### src/rtl/logic_gate_arbiter.sv
// Round-robin arbiter sharing one WIDTH-bit AND/OR/NOT unit among NREQ requesters.
// Optional feature macro: LOGIC_ARB_XOR_EN (opcode 11 becomes XOR instead of an error result).
module logic_gate_arbiter #(
  parameter int NREQ  = 4,
  parameter int WIDTH = 8,
  parameter int CNTW  = 16
) (
  input  logic                     iClk,
  input  logic                     iRst,
  input  logic [NREQ-1:0]          iReqValid,
  input  logic [NREQ*WIDTH-1:0]    iReqA,
  input  logic [NREQ*WIDTH-1:0]    iReqB,
  input  logic [NREQ*2-1:0]        iReqOp,
  output logic [NREQ-1:0]          oReqReady,
  output logic                     oResValid,
  output logic [WIDTH-1:0]         oResData,
  output logic [$clog2(NREQ)-1:0]  oResId,
  output logic                     oResErr,
  input  logic                     iResReady,
  output logic                     oBusy,
  output logic [CNTW-1:0]          oOpCount
);

  localparam int IDW = $clog2(NREQ);

  localparam logic [0:0] IDLE = 1'b0;
  localparam logic [0:0] BUSY = 1'b1;

  logic [0:0]       state;
  logic [IDW-1:0]   rr_ptr;
  logic [IDW-1:0]   grant_idx;
  logic [IDW-1:0]   next_ptr;
  logic [IDW-1:0]   cand_idx;
  logic             grant_found;
  logic [NREQ-1:0]  grant;
  logic             transfer;
  logic [WIDTH-1:0] sel_a;
  logic [WIDTH-1:0] sel_b;
  logic [1:0]       sel_op;
  logic [WIDTH-1:0] alu_data;
  logic             alu_err;
  int               cand;

  // Search for the first valid requester starting at the round-robin pointer.
  always_comb begin
    grant_found = 1'b0;
    grant_idx   = '0;
    cand        = 0;
    cand_idx    = '0;
    for (int off = 0; off < NREQ; off++) begin
      cand     = (int'(rr_ptr) + off) % NREQ;
      cand_idx = IDW'(cand);
      if (!grant_found && iReqValid[cand_idx]) begin
        grant_found = 1'b1;
        grant_idx   = cand_idx;
      end
    end
  end

  always_comb begin
    grant = '0;
    if (state == IDLE && !iRst && grant_found) begin
      grant[grant_idx] = 1'b1;
    end
  end

  assign oReqReady = grant;
  assign transfer  = |grant;
  assign oBusy     = (state == BUSY);

  assign sel_a  = iReqA[grant_idx*WIDTH +: WIDTH];
  assign sel_b  = iReqB[grant_idx*WIDTH +: WIDTH];
  assign sel_op = iReqOp[grant_idx*2 +: 2];

  assign next_ptr = (grant_idx == IDW'(NREQ - 1)) ? '0 : grant_idx + IDW'(1);

  // Shared bitwise unit; opcode 11 depends on the build-time XOR option.
  always_comb begin
    alu_data = '0;
    alu_err  = 1'b0;
    case (sel_op)
      2'b00:   alu_data = sel_a & sel_b;
      2'b01:   alu_data = sel_a | sel_b;
      2'b10:   alu_data = ~sel_a;
      default: begin
`ifdef LOGIC_ARB_XOR_EN
        alu_data = sel_a ^ sel_b;
`else
        alu_err  = 1'b1;
`endif
      end
    endcase
  end

  // Result register is only loaded on a transfer, so it stays stable while held.
  always_ff @(posedge iClk) begin
    if (iRst) begin
      state     <= IDLE;
      rr_ptr    <= '0;
      oResValid <= 1'b0;
      oResData  <= '0;
      oResId    <= '0;
      oResErr   <= 1'b0;
      oOpCount  <= '0;
    end else begin
      case (state)
        IDLE: begin
          if (transfer) begin
            oResData  <= alu_data;
            oResErr   <= alu_err;
            oResId    <= grant_idx;
            oResValid <= 1'b1;
            rr_ptr    <= next_ptr;
            state     <= BUSY;
          end
        end
        BUSY: begin
          if (iResReady) begin
            oResValid <= 1'b0;
            oOpCount  <= oOpCount + CNTW'(1);
            state     <= IDLE;
          end
        end
        default: state <= IDLE;
      endcase
    end
  end

endmodule
### config.mk
export PLATFORM = sky130hd
export DESIGN_NAME = logic_gate_arbiter
export DESIGN_NICKNAME = d
export VERILOG_FILES = /design/src/rtl/logic_gate_arbiter.sv
export SDC_FILE = /design/constraint.sdc
export NUM_CORES = 1
export LEC_CHECK = 0
export BUFFER_PORTS_ARGS = -buffer_cell sky130_fd_sc_hd__buf_2
export CORE_ASPECT_RATIO = 1.4
export CORE_MARGIN = 2
export CORE_UTILIZATION = 42
export DETAILED_ROUTE_END_ITERATION = 16
export PLACE_DENSITY_LB_ADDON = 0.25
export SYNTH_ARGS = -nofsm -noshare
export SYNTH_HDL_FRONTEND = slang
export SYNTH_SLANG_ARGS = --single-unit
### constraint.sdc
create_clock -name iClk -period 5.65 [get_ports iClk]
set_input_delay 0.2825 -clock iClk [delete_from_list [all_inputs] [get_ports iClk]]
set_output_delay 0.2825 -clock iClk [all_outputs]
set_load 0.02 [all_outputs]
==> flow_metrics.py, run 1 <==
metrics = {
    "setup_path": {
        "critPathKind": "reg -> reg",
        "r2r_cells": 10,
        "r2r_slack_ns": 2.46,
        "worstPathRequired_ns": 5.79,
        "cp_num_buf_inv": 3,
        "path_max_fanout": 40,
        "r2r_start": "rr_ptr[1]$_SDFFE_PP0P_",
        "worst_path_dominant_cell_family": "buffers and inverters",
        "end_kind": "register",
        "slowest_stage": "o41ai_2",
        "startpoint_type": "register",
        "critPathArrivalTime_ns": 3.33,
        "r2r_end": "oResErr$_SDFFE_PP0P_",
        "crit_top_cell": "buf_4",
        "worstPathCellList": "mux2i_1 -> nor2_1 -> a311oi_4 -> buf_4 -> inv_1 -> ha_1 -> o41ai_2 -> buf_4 -> or3_1 -> a21oi_1",
        "max_stage_delay_ns": 0.63,
    },
    "logic_synthesis": {
        "syn_inst": 239,
        "netlist_area_um2": 2290,
        "synth_area_leaders": "dfxtp_1 (27%), mux2i_1 (17%), mux2_2 (8.8%)",
        "synth_nets": 323,
        "ys_ff_latch": 31,
        "synth_top_area_frac": 0.271,
        "yosys_most_used_dff": "dfxtp_1",
        "async_flop_share": 0,
        "ys_types": 35,
        "yosysSeqAreaShare": 0.271,
        "synth_area_leader_cell": "dfxtp_1",
        "yosysWarnings": 0,
        "synth_edf_count": 0,
        "syn_area_per_cell_um2": 9.59,
    },
    "grt": {
        "grt_max_degree": 41,
        "grt_util_met2": 0.332,
        "gr-usage-met3": 0.0570,
        "antenna_found_initial": 0,
        "gr-total-overflow": 0,
        "grt_pass1_vias": 2076,
        "grtUsageMet1": 0.200,
        "grt_usage": 0.184,
        "grt.busiest_layer": "met2",
        "grt_pass1_wl_um": 8920,
    },
    "timing": {
        "final.period_utilization": 0.564,
        "rsz0062_at_grt": "no",
        "setup_viol": 0,
        "final_max_slew_viol_count": 0,
        "finalClockSkew_ns": 0.00144,
        "hold_viol": 0,
        "worst_pin_slew_ns": 0.719,
        "max_freq_mhz": 314,
        "slew_headroom": 0.507,
        "timing.setup.tns_ns": 0,
        "fin_ws_ns": 2.46,
        "layout_min_cycle_time_ns": 3.19,
        "hold_slack_ns": 0.271,
    },
    "power": {
        "powerDensity_nw_per_um2": 261,
        "swShare": 0.350,
        "total_leakage_power_uw": 0.00138,
        "power_switching_uw": 264,
        "p_comb_frac": 0.427,
        "p_clk_frac": 0.231,
        "ir_worst_vdd_v": 0.000142,
        "internal-power_uw": 490,
        "pwr-share-seq": 0.342,
    },
    "clock_network": {
        "numClockSinks": 31,
        "cts_root_buf": "clkbuf_8",
        "clk_pin_slew_worst_paths_ns": 0.06,
        "cts_tree": "yes",
        "htreeDepth": 2,
        "ctsResizeCount": 0,
        "worstSkewPairLatency_ns": 0.28,
        "numCtsBuffers": 5,
        "post_cts_buffers": 0,
        "cts_hold_buf": 0,
        "clockBufferDepth": 2,
    },
    "die": {
        "row_count": 31,
        "ios": 112,
        "dieArea_um2": 6070,
        "die_w_um": 66.4,
        "die_h_um": 91.4,
        "coreArea_um2": 5240,
        "initial_utilization": 0.438,
    },
    "detailed_routing": {
        "via_count": 2125,
        "via_per_inst": 5.17,
        "wire_per_inst_um": 13.7,
        "drt-initial-drc-count": 31,
        "drc_errors": 0,
        "routed_wl_um": 5630,
        "first_pass_iters": 4,
        "ant_nets": 0,
    },
    "job": {
        "max_cap_viol_count": 0,
    },
    "final_layout": {
        "fin_cells": 411,
        "fin_nets": 429,
        "drive_gt1_frac": 0.455,
        "final_core_util": 0.551,
        "syn_to_final_growth_pct": 25.9,
        "num_antenna_cells": 0,
    },
    "placed_design": {
        "dp_cells": 404,
        "place_congestion": 0.711,
        "io_buffers": 111,
        "hpwl_um": 4350,
        "dp_slack_ns": 2.43,
    },
    "min_path": {
        "worstHoldEndpoint": "oBusy$_SDFF_PP0_",
        "hold_path_depth": 3,
        "hold_class": "in -> reg",
        "min_from": "iResReady",
    },
    "outcome": {
        "outcome": "finished clean",
    },
}
## metrics by stage
stage | area (µm²) | power [µW]
floorplan | 2290 | 522
global placement | 2800 | 581
detailed placement | 2800 | 586
CTS | 2890 | 764
global route | 2890 | 802
finish | 2890 | 754
## worst max-delay path by stage
stage,end,cells past startpoint,startpoint
5_1_grt,oResErr$_SDFFE_PP0P_,10,rr_ptr[1]$_SDFFE_PP0P_
6_report,oResErr$_SDFFE_PP0P_,10,rr_ptr[1]$_SDFFE_PP0P_
4_1_cts,oResErr$_SDFFE_PP0P_,10,rr_ptr[1]$_SDFFE_PP0P_
3_3_place_gp,oResErr$_SDFFE_PP0P_,10,rr_ptr[1]$_SDFFE_PP0P_
2_1_floorplan,oResData[2]$_SDFFE_PP0P_,11,rr_ptr[1]$_SDFFE_PP0P_
3_5_place_dp,oResErr$_SDFFE_PP0P_,10,rr_ptr[1]$_SDFFE_PP0P_
## cell usage in the layout (no fill, tap or decap), types with 2 or more instances in the layout
master and instances:
mux2_2 18, and3_1 2, maj3_2 8, nand2_1 12
nor2_1 18, and2_1 8, o22ai_1 8, or2b_2 7
inv_1 5, o21bai_1 8, a21oi_1 9, and4_1 3
clkbuf_8 6, mux2i_1 39, xnor2_1 6, buf_4 2
buf_2 111, xor2_1 9, a31oi_1 8, nand3_1 4
nand2b_1 4, nor3_1 3, dfxtp_1 31, ha_1 5
## sequential cells by signal (all words and copies together) (netlist names)
| name | flops |
|---|---|
| oOpCount | 16 |
| oResData | 8 |
| oResId | 2 |
| rr_ptr | 2 |
| oBusy | 1 |
| oResErr | 1 |
| oResValid | 1 |
## worst min-delay path: cells and delay by family
kind,cells,cell delay (ns)
AO/OA/AOI/OAI,1,0.06
buffers and inverters,1,0.08
AND/OR/NAND/NOR,1,0.09
## kinds of logic (layout without fill, tap and decap cells)
kind of cell,count (synthesis),in the layout,share of synthesized area
xor+xnor,15,15,0.0573
flops,31,31,0.271
mux,57,57,0.259
fa+ha+maj,13,13,0.0666
buf+inv,20,126,0.0824
compound gates,38,38,0.112
simple gates,65,65,0.152
## synth_stat cells (all sizes together), types with 4 or more instances
cell / instances
a21oi: 9
a31oi: 8
and2: 8
buf: 5
clkbuf: 9
dfxtp: 31
ha: 5
inv: 6
maj3: 8
mux2: 18
mux2i: 39
nand2: 12
nand2b: 4
nand3: 4
nor2: 18
o21bai: 8
o22ai: 8
or2b: 7
xnor2: 6
xor2: 9
## routing by layer
layer	vias to the layer above	part of all wire	wire length, µm
met5	-	0	0
met4	0	0.0089	50
met3	5	0.089	500
met2	83	0.50	2820
met1	973	0.40	2260
li1	1064	-	-
## area by class of cell
cell class                      count  area [µm²]
Timing Repair Buffer              113         571
Fill cell                         509        2350
Inverter                            6        22.5
Tap cell                           66        82.6
Multi-Input combinational cell    188        1500
Clock inverter                      1        5.00
Clock buffer                        6        82.6
Sequential cell                    31         621
## power groups by stage
stage	clock [µW]	sequential, µW	combinational (µW)
global placement	0	264	318
finish	174	258	322
global route	189	260	352
detailed placement	0	263	323
CTS	180	259	325
floorplan	0	285	236
Note: power is estimated with default switching activity, not from simulation.
==> run 2: changes to the inputs <==
==> constraint.sdc (replaced) <==
create_clock -name iClk -period 2.95 [get_ports iClk]
set_input_delay 0.1475 -clock iClk [delete_from_list [all_inputs] [get_ports iClk]]
set_output_delay 0.1475 -clock iClk [all_outputs]
set_load 0.02 [all_outputs]
==> flow_metrics.py, run 2 (synthesized netlist as in run 1, its figures left out) <==
metrics = {
    "outcome": {
        "outcome": "finished clean",
    },
    "timing": {
        "final.period_utilization": 0.861,
        "fin_ws_ns": 0.411,
        "setup_viol": 0,
        "final_max_slew_viol_count": 0,
        "timing.setup.tns_ns": 0,
        "slew_headroom": 0.519,
        "layout_min_cycle_time_ns": 2.54,
        "worst_pin_slew_ns": 0.702,
        "hold_viol": 0,
        "max_freq_mhz": 394,
        "finalClockSkew_ns": 0.00355,
        "rsz0062_at_grt": "no",
        "hold_slack_ns": 0.144,
    },
    "final_layout": {
        "fillCellCount": 509,
        "drive_gt1_frac": 0.452,
        "top_regs": "oOpCount: 16 flops, oResData: 8 flops",
        "max_flop_register": "oOpCount",
        "mostFrequentLayoutCell": "buf_2",
        "syn_to_final_growth_pct": 26.1,
        "largest_register_ff_count": 16,
        "num_antenna_cells": 0,
        "fin_nets": 430,
        "final_cell_mix": "buf_2 (111), mux2i_1 (39), dfxtp_1 (31)",
    },
    "detailed_routing": {
        "drc_errors": 0,
        "via_per_inst": 5.13,
        "wire_per_inst_um": 13.6,
        "ant_nets": 0,
        "drt-initial-drc-count": 48,
        "first_pass_iters": 4,
        "routed_wl_um": 5580,
        "via_count": 2109,
    },
    "die": {
        "die_h_um": 91.4,
        "dieArea_um2": 6070,
        "initial_utilization": 0.438,
        "die_w_um": 66.4,
        "coreArea_um2": 5240,
        "ios": 112,
        "row_count": 31,
    },
    "clock_network": {
        "cts_hold_buf": 0,
        "clockBufferDepth": 2,
        "htreeDepth": 2,
        "cts_root_buf": "clkbuf_8",
        "numCtsBuffers": 5,
        "worstSkewPairLatency_ns": 0.27,
        "clk_pin_slew_worst_paths_ns": 0.06,
        "post_cts_buffers": 0,
        "cts_tree": "yes",
        "numClockSinks": 31,
        "ctsResizeCount": 0,
    },
    "grt": {
        "grt_max_degree": 40,
        "grt_usage": 0.182,
        "antenna_found_initial": 0,
        "grt_pass1_vias": 2023,
        "grt_pass1_wl_um": 8940,
        "gr-total-overflow": 0,
    },
    "power": {
        "total_leakage_power_uw": 0.00138,
        "powerDensity_nw_per_um2": 490,
        "ir_worst_vdd_v": 0.000377,
    },
    "min_path": {
        "hold_class": "in -> reg",
    },
    "setup_path": {
        "end_kind": "register",
        "r2r_slack_ns": 0.41,
        "path_max_fanout": 39,
        "slowest_stage": "dfxtp_1",
        "worst_path_dominant_cell_family": "compound AO/OA/AOI/OAI gates",
        "startpoint_type": "register",
        "cp_num_buf_inv": 1,
        "critPathArrivalTime_ns": 2.73,
        "critPathKind": "reg -> reg",
        "max_stage_delay_ns": 0.46,
        "worstPathCellList": "mux2i_1 -> nor2_1 -> a311oi_4 -> buf_12 -> ha_1 -> o41a_2 -> o21bai_1 -> or2b_2 -> o22ai_1",
        "worstPathRequired_ns": 3.14,
    },
    "placed_design": {
        "place_congestion": 0.771,
        "dp_slack_ns": 0.417,
        "io_buffers": 111,
        "hpwl_um": 4360,
    },
    "job": {
        "max_cap_viol_count": 0,
    },
}
[run 2: cell types whose count changed in the layout (fill, tap and decap cells not counted)]
cell      before  now
buf_12         0    1
clkbuf_1       0    1
clkbuf_8       6    5
clkinv_2       1    0
[run 2: path summary, 6_finish.rpt]
path	from	end	depth (start not counted)
worst max-delay path	rr_ptr[1]$_SDFFE_PP0P_	oResData[0]$_SDFFE_PP0P_	9
worst min-delay path	iResReady	oBusy$_SDFF_PP0_	3
worst max register to register	rr_ptr[1]$_SDFFE_PP0P_	oResData[0]$_SDFFE_PP0P_	9
worst min register to register	oResErr$_SDFFE_PP0P_	oResErr$_SDFFE_PP0P_	2
[run 2: per-stage QoR]
step,util,area [µm²],instances,power (µW)
CTS,0.552,2890,411,1430
global placement,0.538,2820,405,1130
detailed placement,0.538,2820,405,1130
global route,0.552,2890,411,1500
finish,0.552,2890,411,1420
floorplan,-,2290,239,999
[run 2: routing by layer]
layer / track usage / wire, µm
met2: 0.337 / 2790
met4: 0.0306 / 23
met5: 0 / 0
met3: 0.0483 / 523
met1: 0.204 / 2250
[run 2: area by class of cell]
| type | instances | area [µm²] | share of cell area |
|---|---|---|---|
| clock buffers | 6 | 72.6 | 0.0251 |
| inverters | 6 | 22.5 | 0.00779 |
| multi-input cells | 188 | 1500 | 0.519 |
| flip-flops and latches | 31 | 621 | 0.215 |
| well taps | 66 | 82.6 | 0.0286 |
| repair buffers | 114 | 591 | 0.204 |
[run 2: where the power goes]
group / total [µW] / switching (µW) / leakage [µW] / internal (µW)
sequential: 496 / 31.9 / 0.000253 / 464
clock: 292 / 135 / 0.0000371 / 157
combinational: 627 / 326 / 0.00109 / 301
total: 1420 / 493 / 0.00138 / 922
[run 2: worst reg2reg max path: cells and delay by family, from the launching register on]
| family | cells | cell delay (ns) |
|---|---|---|
| adders and majority gates | 1 | 0.26 |
| muxes | 1 | 0.22 |
| AOI/OAI and AO/OA | 4 | 0.85 |
| DFF | 1 | 0.46 |
| buffers and inverters | 1 | 0.30 |
| and+or+nand+nor | 2 | 0.37 |
